### config.mk
export PLATFORM = sky130hd
export DESIGN_NAME = fp_issue_ctrl
export DESIGN_NICKNAME = d
export VERILOG_FILES = /design/src/rtl/fp_issue_ctrl.sv
export SDC_FILE = /design/constraint.sdc
export NUM_CORES = 1
export LEC_CHECK = 0
export ABC_AREA = 1
export CORE_UTILIZATION = 40
export CTS_BUF_LIST = sky130_fd_sc_hd__clkbuf_2 sky130_fd_sc_hd__clkbuf_4 sky130_fd_sc_hd__clkbuf_8
export DETAILED_ROUTE_END_ITERATION = 7
export PLACE_DENSITY = 0.78
export SLEW_MARGIN = 20
export SYNTH_ARGS = -nofsm -noshare
export SYNTH_HDL_FRONTEND = slang
export SYNTH_SLANG_ARGS = --single-unit
### constraint.sdc
create_clock -name clk_i -period 1.7 [get_ports clk_i]
set_clock_uncertainty 0.15 [all_clocks]
set_input_delay 0.425 -clock clk_i [delete_from_list [all_inputs] [get_ports clk_i]]
set_output_delay 0.425 -clock clk_i [all_outputs]
set_load 0.02 [all_outputs]
### src/rtl/fp_issue_ctrl.sv
// Core-side issue/result controller for the FPU: single in-flight op, WB routing, flush, watchdog.
// Optional FP_FFLAGS_ACCUM_EN adds an accumulated fflags register (fflags_o / fflags_clr_i).
module fp_issue_ctrl #(
  parameter int unsigned TIMEOUT_CYCLES = 64,
  parameter int unsigned CNT_W          = 16
) (
  input  logic        clk_i,
  input  logic        rst_i,
  input  logic        id_valid_i,
  output logic        id_ready_o,
  input  logic [31:0] id_instr_i,
  input  logic [4:0]  id_rd_i,
  input  logic        id_int_wb_i,
  input  logic        flush_i,
  output logic        fpu_valid_o,
  output logic [31:0] fpu_instr_o,
  input  logic        fpu_in_ready_i,
  output logic        fpu_flush_o,
  input  logic        fpu_out_valid_i,
  output logic        fpu_out_ready_o,
  input  logic [31:0] fpu_result_i,
  input  logic [4:0]  fpu_status_i,
  output logic        fp_wb_en_o,
  output logic        int_wb_en_o,
  output logic [4:0]  wb_addr_o,
  output logic [31:0] wb_data_o,
  output logic        stall_o,
`ifdef FP_FFLAGS_ACCUM_EN
  output logic [4:0]  fflags_o,
  input  logic        fflags_clr_i,
`endif
  output logic        timeout_o
);

  typedef enum logic [1:0] {
    S_IDLE,
    S_ISSUE,
    S_WAIT,
    S_WB
  } state_e;

  // The TIMEOUT_CYCLES-th WAIT cycle is the one where the counter would reach the limit.
  localparam logic [CNT_W-1:0] CNT_LAST = CNT_W'(TIMEOUT_CYCLES - 1);

  state_e            state_q, state_d;
  logic [CNT_W-1:0]  cnt_q, cnt_d;
  logic [31:0]       instr_q, instr_d;
  logic [4:0]        rd_q, rd_d;
  logic              int_wb_q, int_wb_d;
  logic [31:0]       result_q, result_d;
  logic              timeout_q, timeout_d;

  always_comb begin
    // NOTE: every signal gets a default before any branch, so no path can infer a latch.
    state_d         = state_q;
    cnt_d           = cnt_q;
    instr_d         = instr_q;
    rd_d            = rd_q;
    int_wb_d        = int_wb_q;
    result_d        = result_q;
    timeout_d       = timeout_q;
    id_ready_o      = 1'b0;
    stall_o         = 1'b0;
    fpu_valid_o     = 1'b0;
    fpu_out_ready_o = 1'b0;
    fpu_flush_o     = 1'b0;
    fp_wb_en_o      = 1'b0;
    int_wb_en_o     = 1'b0;
    wb_addr_o       = '0;
    wb_data_o       = '0;

    if (flush_i) begin
      // Flush aborts whatever is in progress: no handshakes, no write-back, no timeout.
      state_d     = S_IDLE;
      cnt_d       = '0;
      fpu_flush_o = 1'b1;
      stall_o     = (state_q != S_IDLE);
    end else begin
      unique case (state_q)
        S_IDLE: begin
          id_ready_o = 1'b1;
          cnt_d      = '0;
          if (id_valid_i) begin
            instr_d  = id_instr_i;
            rd_d     = id_rd_i;
            int_wb_d = id_int_wb_i;
            stall_o  = 1'b1;
            state_d  = S_ISSUE;
          end
        end
        S_ISSUE: begin
          fpu_valid_o = 1'b1;
          stall_o     = 1'b1;
          cnt_d       = '0;
          if (fpu_in_ready_i) state_d = S_WAIT;
        end
        S_WAIT: begin
          fpu_out_ready_o = 1'b1;
          stall_o         = 1'b1;
          if (fpu_out_valid_i) begin
            result_d = fpu_result_i;
            cnt_d    = '0;
            state_d  = S_WB;
          end else if (cnt_q == CNT_LAST) begin
            timeout_d   = 1'b1;
            fpu_flush_o = 1'b1;
            cnt_d       = '0;
            state_d     = S_IDLE;
          end else begin
            cnt_d = cnt_q + CNT_W'(1);
          end
        end
        S_WB: begin
          stall_o     = 1'b1;
          fp_wb_en_o  = ~int_wb_q;
          int_wb_en_o = int_wb_q;
          wb_addr_o   = rd_q;
          wb_data_o   = result_q;
          state_d     = S_IDLE;
        end
        default: state_d = S_IDLE;
      endcase
    end

    // Handshake outputs stay quiet while reset is held.
    if (rst_i) begin
      id_ready_o      = 1'b0;
      stall_o         = 1'b0;
      fpu_valid_o     = 1'b0;
      fpu_out_ready_o = 1'b0;
      fpu_flush_o     = 1'b0;
      fp_wb_en_o      = 1'b0;
      int_wb_en_o     = 1'b0;
      wb_addr_o       = '0;
      wb_data_o       = '0;
    end
  end

  always_ff @(posedge clk_i) begin
    // NOTE: sequential state uses non-blocking assignments so all flops update together.
    if (rst_i) begin
      state_q   <= S_IDLE;
      cnt_q     <= '0;
      instr_q   <= '0;
      rd_q      <= '0;
      int_wb_q  <= 1'b0;
      result_q  <= '0;
      timeout_q <= 1'b0;
    end else begin
      state_q   <= state_d;
      cnt_q     <= cnt_d;
      instr_q   <= instr_d;
      rd_q      <= rd_d;
      int_wb_q  <= int_wb_d;
      result_q  <= result_d;
      timeout_q <= timeout_d;
    end
  end

  assign fpu_instr_o = instr_q;
  assign timeout_o   = timeout_q;

`ifdef FP_FFLAGS_ACCUM_EN
  logic [4:0] status_q, status_d;
  logic [4:0] fflags_q, fflags_d;

  always_comb begin
    status_d = status_q;
    fflags_d = fflags_clr_i ? 5'b0 : fflags_q;
    if (!flush_i && state_q == S_WAIT && fpu_out_valid_i) status_d = fpu_status_i;
    if (!flush_i && state_q == S_WB) fflags_d = fflags_d | status_q;
  end

  always_ff @(posedge clk_i) begin
    if (rst_i) begin
      status_q <= '0;
      fflags_q <= '0;
    end else begin
      status_q <= status_d;
      fflags_q <= fflags_d;
    end
  end

  assign fflags_o = fflags_q;
`else
  logic status_unused;
  assign status_unused = ^fpu_status_i;
`endif

endmodule

# Word level (Yosys, flattened, before mapping)
# Index checks and enable logic that the tools add are counted.
[op_classes] n_div=0 multipliers=0 shifts=0 addsub=1 muxes=38 bitwise_logic=3 n_reduce_logical=10 n_eq_ne=7 order_cmp=0
[ops] op="$mux W32" n=3
[ops] op="$mux W16" n=2
[ops] op="$pmux W16 S2" n=1
[ops] op="$mux W1" n=23
[ops] op="$add A16 B1 Y16 const B" n=1
[ops] op="$eq A16 B6 Y1 const B" n=1
[ops] op="$mux W5" n=3
[ops] op="$reduce_and A3 Y1" n=3
[ops] op="$mux W2" n=4
[ops] op="$pmux W2 S4" n=1
[ops] op="$eq A2 B2 Y1 const B" n=2
[ops] op="$ne A2 B2 Y1 const B" n=2
[ops] op="$reduce_and A4 Y1" n=1
[ops] op="$reduce_bool A2 Y1" n=2
[ops] op="$reduce_or A2 Y1" n=2
[ops] op="$ne A3 B3 Y1 const B" n=1
[ops] op="$not A1 Y1" n=3
[ops] op="$reduce_or A3 Y1" n=1
[ops] op="$eq A2 B1 Y1 const B" n=1
[ops] op="$logic_not A2 Y1" n=1
[ops] op="$pmux W1 S2" n=1
[word_totals] register_bits=89 wordCells=66 n_memories=0 ram_bits=0 latch_bits=0 output_inout_bits=77 romBits=0

# Logic depth before layout (Yosys ltp)
# Gate-level depths: netlist of the first run.
[logic_depth] word_depth=6 ltp_mapped=10 ltp_nobuf=10

# Worst setup path before layout of the first run
# Ideal clock, no wire load.
[synth_timing] kind="reg2out" start="reg cnt_q[0]" end="out fpu_flush_o" arrival_time_ps=1377 setup_slack_ps=-252 path_stages_with_launch=8 t_required_ps=1125 path_cell_list="dfxtp_1 ha_1 nand2_1 nor2_1 nand2_2 clkinv_2 nand3_1 a21oi_1"
[synth_via] elab_chain_cells=6
[synth_lines] item="start: declaration" line_no="46" rtl="logic [CNT_W-1:0] cnt_q, cnt_d;"
[synth_lines] item="start signal: assignment" line_no="151" rtl="cnt_q <= cnt_d;"
[synth_lines] item="$eq A16 B6 Y1" line_no="104" rtl="end else if (cnt_q == CNT_LAST) begin"
[synth_lines] item="$mux W1" line_no="104"
[synth_lines] item="$mux W1" line_no="100" rtl="if (fpu_out_valid_i) begin"
[synth_lines] item="$mux W1" line_no="79" rtl="unique case (state_q)"
[synth_lines] item="$mux W1" line_no="72" rtl="if (flush_i) begin"
[synth_lines] item="$mux W1" line_no="126" rtl="if (rst_i) begin"
[synth_lines] item="end: declaration" line_no="18" rtl="output logic fpu_flush_o,"
# No other way between the ends.

# Worst setup path in the final report of the first run
[layout_timing] start="reg cnt_q[7]" end="out fpu_flush_o"
# Same word-level chain as after synthesis.

==> run summary, run 1 <==
via count of the first global-routing pass: 4721
kind of end point of the critical path: output pin
global-route wire length before repair: 22800 um
clk sink count: 89
reported leakage power: 2.82 nW
share of the synthesized area in the top cell type: 0.451
setup repair after global routing missed its margin: true
maximum level of the CTS H-tree: 3
slew at the pin closest to its max-slew limit: 772 ps
yosys synthesis warning count: 0
fraction of the cycle the final worst path needs: 1.26
starting utilization of the core area: 0.420
Startpoint Class: flop
Tightest Hold Check Type: in -> reg
number of instances in the synthesized netlist: 563
power per cell area: 604 nW/um^2
Max-slew headroom: 0.485
FMAX: 465 MHz
average cell area after synthesis: 7.02 um^2
area leader, netlist: dfxtp_1
Area contributors post-synth: dfxtp_1 (45%), nand2_1 (20%), a21oi_1 (9.6%), nor2_1 (5.8%), buf_6 (2.6%)
number of max-capacitance violations reported: 0
peak supply drop: 0.475 mV
boundary pin count: 158
Data arrival, critical path: 1570 ps
residual DRC count: 0
critical path class: reg -> out
antenna-violating nets left: 0
area of all sequential standard cells: 1790 um^2
Commonest cells post-synth: nand2_1 (213), dfxtp_1 (89), a21oi_1 (76), nor2_1 (61), inv_1 (20)
CTS clk-pin slew, worst paths: 90 ps
Area Overhead vs Synth: 82.9%
buffers added on ports: 152
library cell used as clock root buffer: clkbuf_8
count of endpoints failing setup in the final report: 44
maximum clock path buffer count: 2
async set-reset flop share out of synthesis: 0
total area of multi-input combinational cells: 2470 um^2
overall routed net length: 15300 um
count of filler cells inserted in the layout: 590
Die ar.: 10300 um^2
failing checks: negative setup slack
Total Neg Setup Slack: -9900 ps
summed instance area of the synthesized netlist: 3950 um^2
detailed-route via count: 4823
die width: 101 um
data required time at the worst endpoint: 1120 ps
flop and latch count out of synthesis: 89
TritonCTS Buffers: 9
clock insertion delay at the later pin of the skew report: 360 ps
number of different library cells in the post-synthesis netlist: 32
result of the run: complete, but fails checks
GRT Resource Usage Total: 0.287
number of enable flip-flop cells after synthesis: 0
via density per instance: 5.31
initial detailed-routing violation count: 360
Die H: 101 um
final HPWL from detailed placement: 8310 um
number of nets produced by synthesis: 645
dominant register cell in the synthesized netlist: dfxtp_1
minimum period implied by the final worst setup slack: 2150 ps
worst hold margin: 261 ps
maximum number of pins on one net before global-route repair: 71
share of post-route cells with drive strength above 1: 0.341
number of nets in the layout: 856
final global-route overflow total: 0
Power Total: 4.36 mW
clock tree from TritonCTS: done
library cell with the highest instance count after synthesis: nand2_1
number of failing hold endpoints at the final stage: 0
maximum fanout along the worst path: 2
routed length per placed instance: 16.8 um
antenna violations before repair: 1
detailed-router iteration count before antenna repair: 5
routability congestion estimate: 0.899
area of the core: 9420 um^2
sequential area share after synthesis: 0.451
# rows: 35
Worst Slack Setup Final: -448 ps
number of pins exceeding their max-slew limit in the final report: 0
routing by layer:
metal | vias up | track usage | share of wire
li1 | 2209 | - | -
met1 | 2312 | 0.311 | 0.37
met2 | 248 | 0.514 | 0.51
met3 | 54 | 0.0835 | 0.078
met4 | 0 | 0.136 | 0.040
met5 | - | 0 | 0
critical path, stage by stage (launching register included):
cell	delay, ps
dfxtp_1	320
nor2_1	200
nand3_2	140
nor2_4	150
nand3_4	100
a21oi_4	160
buf_6	130
sequential cells by signal (all words and copies together) (netlist names):
name,count
result_q,32
timeout_o,1
cnt_q,16
state_q,2
rd_q,5
int_wb_q,1
fpu_instr_o,32
power by group:
group	internal, mW	switching [mW]	leakage (nW)	total [mW]
Combinational	0.351	0.310	2.00	0.661
Sequential	2.13	0.0349	0.724	2.16
Clock	0.745	0.791	0.0996	1.54
final timing paths:
kind | startpoint | end | slack [ps] | cells past startpoint
max | cnt_q[7]$_SDFFE_PP0P_ | fpu_flush_o | -450 | 6
min | rst_i | timeout_o$_SDFFE_PP0P_ | 260 | 3
min reg2reg | fpu_instr_o[28]$_SDFFE_PP0P_ | fpu_instr_o[28]$_SDFFE_PP0P_ | 310 | 2
max reg2reg | state_q[1]$_SDFFE_PP0P_ | result_q[12]$_SDFFE_PP0P_ | 0 | 9
final cells by class:
cell class / count / area share
antenna: 1 / 0.000346
clock buffer: 11 / 0.0201
clock inverter: 5 / 0.00866
inverter: 26 / 0.0163
multi-input combinational: 417 / 0.341
sequential: 89 / 0.248
tap: 129 / 0.0223
timing repair buffer: 231 / 0.343
cell usage in the layout (no fill, tap or decap), drive strengths merged:
| cell type | netlist | routed |
|---|---|---|
| clkinvlp | 0 | 3 |
| nand4 | 5 | 5 |
| a21oi | 79 | 79 |
| diode | 0 | 1 |
| nand3 | 16 | 16 |
| nor3 | 1 | 1 |
| dfxtp | 89 | 89 |
| o21ai | 11 | 11 |
| inv | 24 | 24 |
| o22ai | 5 | 5 |
| nand2 | 221 | 221 |
| dlymetal6s2s | 0 | 1 |
| clkbuf | 12 | 12 |
| and3 | 1 | 1 |
| a31oi | 1 | 1 |
| nor2 | 69 | 69 |
| dlygate4sd2 | 0 | 33 |
| buf | 19 | 124 |
| ha | 1 | 1 |
| or2 | 1 | 1 |
| clkdlybuf4s50 | 0 | 72 |
| o21a | 1 | 1 |
| xnor2 | 1 | 1 |
| clkinv | 2 | 3 |
| bufinv | 0 | 1 |
| xor2 | 4 | 4 |
repair_timing:
action | CTS | global route
setup endpoints to repair | 92 | 61
pin swaps | 42 | 31
cloned | 7 | 1
hold buffers | 0 | 0
buffers inserted | 18 | 10
resized for setup | 415 | 49
kinds of logic (layout without fill, tap and decap cells):
family                     Yosys count  count (layout)  synth area share
buffers and inverters               57             273            0.0741
xor gates and xnor gates             5               5            0.0111
other                                0               1                 0
and+or+nand+nor                    314             314             0.332
AOI/OAI and AO/OA                   97              97             0.129
adders and majority gates            1               1           0.00317
DFF                                 89              89             0.451
stage by stage:
stage               instances  setup WS [ps]  utilization  instance area (um^2)
floorplan                 563          -80.5            -                  4080
global placement          865           -896        0.642                  6050
detailed placement        865           -956        0.642                  6050
CTS                       906           -411        0.754                  7100
global route              909           -508        0.767                  7230
finish                    909           -448        0.767                  7230
No activity file was read; power rests on OpenSTA's default activity.
==> run 2, diff against run 1 <==
--- a/config.mk
+++ b/config.mk
@@ -6,6 +6,7 @@
 export NUM_CORES = 1
 export LEC_CHECK = 0
 export ABC_AREA = 1
+export ABC_CLOCK_PERIOD_IN_PS = 1700
 export CORE_UTILIZATION = 40
 export CTS_BUF_LIST = sky130_fd_sc_hd__clkbuf_2 sky130_fd_sc_hd__clkbuf_4 sky130_fd_sc_hd__clkbuf_8
 export DETAILED_ROUTE_END_ITERATION = 7
==> results of run 2 <==
Same layout as run 1: the final DEF is identical, and so are final timing and power.
